File: src/rtl/tf_norm_mul.sv
// Weight normalizer: multiplies a signed Q10.21 weight by an unsigned Q11.20 inverse norm.
// It uses a fixed 3-stage pipeline that never stalls, feeding a credit-guarded output FIFO.
module tf_norm_mul #(
  parameter int DEPTH  = 4,
  parameter int NUM_IN = 2
) (
  input  logic                 clk,
  input  logic                 rst,
  input  logic [32*NUM_IN-1:0] IBUS,
  input  logic                 IVALID,
  output logic                 IREADY,
  output logic [31:0]          OBUS,
  output logic                 OVALID,
  input  logic                 OREADY,
  output logic                 SAT
);

  localparam int AW = $clog2(DEPTH);
  localparam int CW = AW + 1;
  localparam logic [CW+1:0] DEPTH_W = (CW+2)'(DEPTH);

  // Control state (reset)
  logic          v1_q, v1_d;
  logic          v2_q, v2_d;
  logic          v3_q, v3_d;
  logic [AW-1:0] wptr_q, wptr_d;
  logic [AW-1:0] rptr_q, rptr_d;
  logic [CW-1:0] cnt_q, cnt_d;
  logic          ovalid_q, ovalid_d;
  logic          sat_q, sat_d;

  // Datapath state (no reset)
  logic [31:0]        w1_q, w1_d;
  logic [31:0]        inv1_q, inv1_d;
  logic signed [63:0] p2_q, p2_d;
  logic [31:0]        r3_q, r3_d;
  logic               sat3_q, sat3_d;
  logic [31:0]        mem_q [DEPTH];

  logic               accept;
  logic               push;
  logic               pop;
  logic [CW+1:0]      used;
  logic signed [63:0] w_ext;
  logic signed [63:0] v_ext;
  logic [12:0]        p_hi;
  logic               no_ovf;
  logic               unused_p2_lo;

  // Every beat in flight already owns a FIFO slot, so the pipeline can run freely.
  always_comb begin
    used   = {2'b00, cnt_q}
           + {{(CW+1){1'b0}}, v1_q}
           + {{(CW+1){1'b0}}, v2_q}
           + {{(CW+1){1'b0}}, v3_q};
    IREADY = (used < DEPTH_W);
    accept = IVALID & IREADY;
    push   = v3_q;
    pop    = ovalid_q & OREADY;
  end

  // S1 capture and S2 full-precision product
  always_comb begin
    v1_d   = accept;
    w1_d   = accept ? IBUS[63:32] : w1_q;
    inv1_d = accept ? IBUS[31:0]  : inv1_q;
    w_ext  = {{32{w1_q[31]}}, w1_q};
    v_ext  = {32'd0, inv1_q};
    p2_d   = w_ext * v_ext;
    v2_d   = v1_q;
  end

  // S3: keep P[51:20] when the top 13 bits agree, otherwise clamp by sign.
  always_comb begin
    p_hi         = p2_q[63:51];
    no_ovf       = (&p_hi) | ~(|p_hi);
    unused_p2_lo = ^p2_q[19:0];
    v3_d         = v2_q;
    sat3_d       = ~no_ovf;
    if (no_ovf) begin
      r3_d = p2_q[51:20];
    end else if (p2_q[63]) begin
      r3_d = 32'h8000_0000;
    end else begin
      r3_d = 32'h7FFF_FFFF;
    end
  end

  // FIFO bookkeeping; pointers wrap naturally because DEPTH is a power of two.
  always_comb begin
    wptr_d = push ? wptr_q + AW'(1) : wptr_q;
    rptr_d = pop  ? rptr_q + AW'(1) : rptr_q;
    cnt_d  = cnt_q;
    unique case ({push, pop})
      2'b10:   cnt_d = cnt_q + CW'(1);
      2'b01:   cnt_d = cnt_q - CW'(1);
      default: cnt_d = cnt_q;
    endcase
    ovalid_d = (cnt_d != '0);
    sat_d    = sat_q | (v3_q & sat3_q);
  end

  always_ff @(posedge clk) begin
    if (rst) begin
      v1_q     <= 1'b0;
      v2_q     <= 1'b0;
      v3_q     <= 1'b0;
      wptr_q   <= '0;
      rptr_q   <= '0;
      cnt_q    <= '0;
      ovalid_q <= 1'b0;
      sat_q    <= 1'b0;
    end else begin
      v1_q     <= v1_d;
      v2_q     <= v2_d;
      v3_q     <= v3_d;
      wptr_q   <= wptr_d;
      rptr_q   <= rptr_d;
      cnt_q    <= cnt_d;
      ovalid_q <= ovalid_d;
      sat_q    <= sat_d;
    end
  end

  always_ff @(posedge clk) begin
    w1_q   <= w1_d;
    inv1_q <= inv1_d;
    p2_q   <= p2_d;
    r3_q   <= r3_d;
    sat3_q <= sat3_d;
  end

  genvar gi;
  generate
    for (gi = 0; gi < DEPTH; gi++) begin : g_mem
      always_ff @(posedge clk) begin
        if (push && (wptr_q == AW'(gi))) begin
          mem_q[gi] <= r3_q;
        end
      end
    end
  endgenerate

  assign OBUS   = mem_q[rptr_q];
  assign OVALID = ovalid_q;
  assign SAT    = sat_q;

endmodule

File: config.mk
export PLATFORM = sky130hd
export DESIGN_NAME = tf_norm_mul
export DESIGN_NICKNAME = d
export VERILOG_FILES = /design/src/rtl/tf_norm_mul.sv
export SDC_FILE = /design/constraint.sdc
export NUM_CORES = 2
export LEC_CHECK = 0
export ABC_AREA = 1
export BUFFER_PORTS_ARGS = -buffer_cell sky130_fd_sc_hd__buf_2
export CORE_MARGIN = 1.5
export CORE_UTILIZATION = 25
export DETAILED_ROUTE_END_ITERATION = 8
export SLEW_MARGIN = 0
export SYNTH_ARGS = -nofsm -noshare
export SYNTH_HDL_FRONTEND = slang
export SYNTH_SLANG_ARGS = --single-unit
File: constraint.sdc
create_clock -name clk -period 9 [get_ports clk]
set_clock_uncertainty 0.05 [all_clocks]
set_input_delay 0.9 -clock clk [delete_from_list [all_inputs] [get_ports clk]]
set_output_delay 0.9 -clock clk [all_outputs]
set_load 0.1 [all_outputs]
==> results.yml <==
synthesis:
  yosysTopAreaCellShare_pct: 40.16
  yosys.area.top_type: "fa_1"
  syn-instance-count: 5394
  yosys.area_share.simple_pct: 14.84
  netlist_area_um2: 44770
  ys_dominant_reg_cell: "edfxtp_1"
  ys_seq_area_share_pct: 16.95
  ys_seq_elements: 283
  synth_top_family_by_area: "adder cells"
  avgSynthCellArea_um2: 8.300
  synth-compound-area-share_pct: 3.245
  yosys.cell_types.count: 40
  netlist_top_cells_area: "fa_1 40%, inv_1 14%, edfxtp_1 13%, nand2_1 11%, ha_1 8.2%"
  syn-num-nets: 6653
  synth_edf_count: 192
  synthArstFlopShare_pct: 0
  synth-xor-area-share_pct: 0.4500
  yosysWarnings: 0
  synthMuxAreaShare_pct: 0
  synthAdderAreaFrac_pct: 48.34
worst_setup_path:
  cp.arrival_ns: 8.30
  crit_path_max_fanout: 23
  worstPathCellList: "buf_4 -> nand2_1 -> fa_1 -> inv_1 -> fa_1 -> inv_1 -> fa_1 -> inv_1 -> fa_1 -> fa_1 -> fa_1 -> fa_1 -> fa_1 -> ha_1 -> a21oi_1 -> o21ai_0 -> o21bai_1 -> a21oi_1 -> nand2_1 -> nand2_1 -> nand2_1 -> nand2_1 -> nand2_1"
  crit_type: "register to register"
  end_kind: "register"
  start_kind: "register"
  max_stage_delay_ns: 1.23
  crit_family: "adder cells"
  reg2reg_from: "w1_q[24]"
  cp_slowest_cell: "edfxtp_1"
  r2r_end: "p2_q[47]"
  worstPathRequired_ns: 9.41
  crit_top_cell: "fa_1"
  path_buf_inv: 4
  reg2reg_depth: 23
  ff2ff_setup_slack_ns: 1.11
timing:
  tightestPinTransition_ns: 1.338
  fin_crit_ns: 7.888
  rsz0062_at_grt: "no"
  tns_ns: 0
  report.final.hold_viol_count: 0
  slew_viol_final: 0
  finalSetupViolCount: 0
  max_freq_mhz: 126.8
  period_share_pct: 87.64
  relSlewSlack_pct: 10.82
detailed_routing:
  vias_per_cell: 4.248
  initialDrtViolationCount: 2426
  antenna_left: 0
  wire_per_inst_um: 16.99
  routed_wl_um: 132400
  drt_first_pass_iters: 6
  drc: 0
  via_count: 33090
place:
  place_congestion: 0.9001
  numPortBuffers: 102
  dp_hpwl_um: 107000
floorplanning:
  die_y_um: 426.2
  rows: 155
  dieArea_um2: 181600
  ios: 103
  initial_core_util_pct: 25.12
  core_area_um2: 178200
  fp.dieW_um: 426.2
layout:
  num_antenna_cells: 0
  final_common_cell: "inv_1"
  drive_above_1_share_pct: 5.520
  final_cell_mix: "1,693 x inv_1, 1,369 x nand2_1, 898 x fa_1"
  area_growth_pct: 10.10
  nets: 6668
clock_network:
  clk_latency_ns: 0.62
  post_cts_resize_count: 0
  cts_tree: "built"
  numCtsBuffers: 36
  cts_sinks: 283
  clockBufferDepth: 3
  cts_hold_buf: 0
  path_clk_slew_ns: 0.06
  cts_setup_buffers: 0
  cts.htree.levels: 2
  cts_root_buf: "clkbuf_16"
hold_path:
  min_to: "r3_q[31]"
  hold_depth: 0
  min_from: "p2_q[63]"
  worstHoldPathType: "register to register"
flow_run:
  maxCapViolations: 0
global_routing:
  antenna_found_initial: 4
  grt_pass1_vias: 35860
  grtUsageTotal_pct: 14.83
  overflow: 0
  grt_pass1_wl_um: 206600
  grt_max_degree: 66
outcome:
  outcome: "complete, no violations"
-- cells by family (layout without fill, tap and decap cells) --
kind of cell               count (synthesis)  after routing
buffers and inverters                   1927           1968
and+or+nand+nor                         1701           1701
adders and majority gates               1191           1191
DFF                                      283            283
AOI/OAI and AO/OA                        269            269
xor gates and xnor gates                  23             23
-- cells in the mapped netlist (2+ instances only) --
library cell and n:
xnor2_1 5, o22ai_1 32, o21ai_0 112, nor2_2 9
buf_1 2, xor2_1 18, or2_2 13, nor4_2 5
nor3_1 9, nand2_2 3, a21oi_1 98, nor3b_1 3
fa_1 898, o21a_1 4, nor2_4 2, nand4_1 12
a21o_1 3, buf_2 7, nor4_1 4, ha_1 293
o21ai_1 4, inv_2 10, clkbuf_1 210, dfxtp_1 91
nor2_1 220, o21bai_1 10, edfxtp_1 192, nand3_1 49
nand2_1 1369, inv_1 1697
-- flip-flops by register name (all words and copies together) (netlist names), 2 cells and up, named ones only --
name and cells:
mem_q 128, wptr_q 2, p2_q 44, r3_q 32, w1_q 32, rptr_q 2, inv1_q 32, cnt_q 3
-- how the worst max path moves through the flow --
stage / from / to / cells after the start
2_1_floorplan: inv1_q[30] / p2_q[58] / 25
3_3_place_gp: inv1_q[26] / p2_q[47] / 23
3_5_place_dp: inv1_q[26] / p2_q[47] / 23
4_1_cts: inv1_q[26] / p2_q[47] / 23
5_1_grt: inv1_q[24] / p2_q[54] / 24
6_report: w1_q[24] / p2_q[47] / 23
-- routing by layer --
metal  up-vias  wire length, um  global-route usage (%)
met2      1152            62330                   25.13
met4         4             3883                   4.063
li1      15250                -                       -
met1     16480            56330                   19.32
met5         -               27                       0
met3       200             9788                   2.660
-- worst reg2reg max path, stage by stage, from the launching register on --
cell and delay, ns:
edfxtp_1 1.23, buf_4 0.40, nand2_1 0.10, fa_1 0.53, inv_1 0.05, fa_1 0.49
inv_1 0.05, fa_1 0.53, inv_1 0.05, fa_1 0.44, fa_1 0.52, fa_1 0.45
fa_1 0.54, fa_1 0.42, ha_1 0.38, a21oi_1 0.31, o21ai_0 0.24, o21bai_1 0.29
a21oi_1 0.15, nand2_1 0.18, nand2_1 0.14, nand2_1 0.06, nand2_1 0.06, nand2_1 0.07
-- per-stage QoR --
stage	setup WS (ns)	utilization, %	cell area, um^2	std cells	hold WS (ns)
after floorplan	2.756	-	44770	5394	0.3537
after global placement	1.223	27.01	48130	7726	0.3571
after detailed placement	1.217	27.01	48130	7726	0.3586
after CTS	1.130	27.66	49290	7790	0.3504
after global routing	0.8752	27.66	49290	7790	0.3664
final	1.112	27.66	49290	7790	0.3526
-- area by class of cell --
cell class,instances,area (um^2)
Inverter,1708,6411
Multi-Input combinational cell,3184,29960
Tap cell,2355,2947
Timing Repair Buffer,196,1229
Fill cell,18970,128900
Sequential cell,283,7589
Clock buffer,42,943.4
Clock inverter,22,214.0
Power is left out: the tool's default activity adds up to more than one toggle a clock period on the data nets, which glitch-free logic cannot reach.
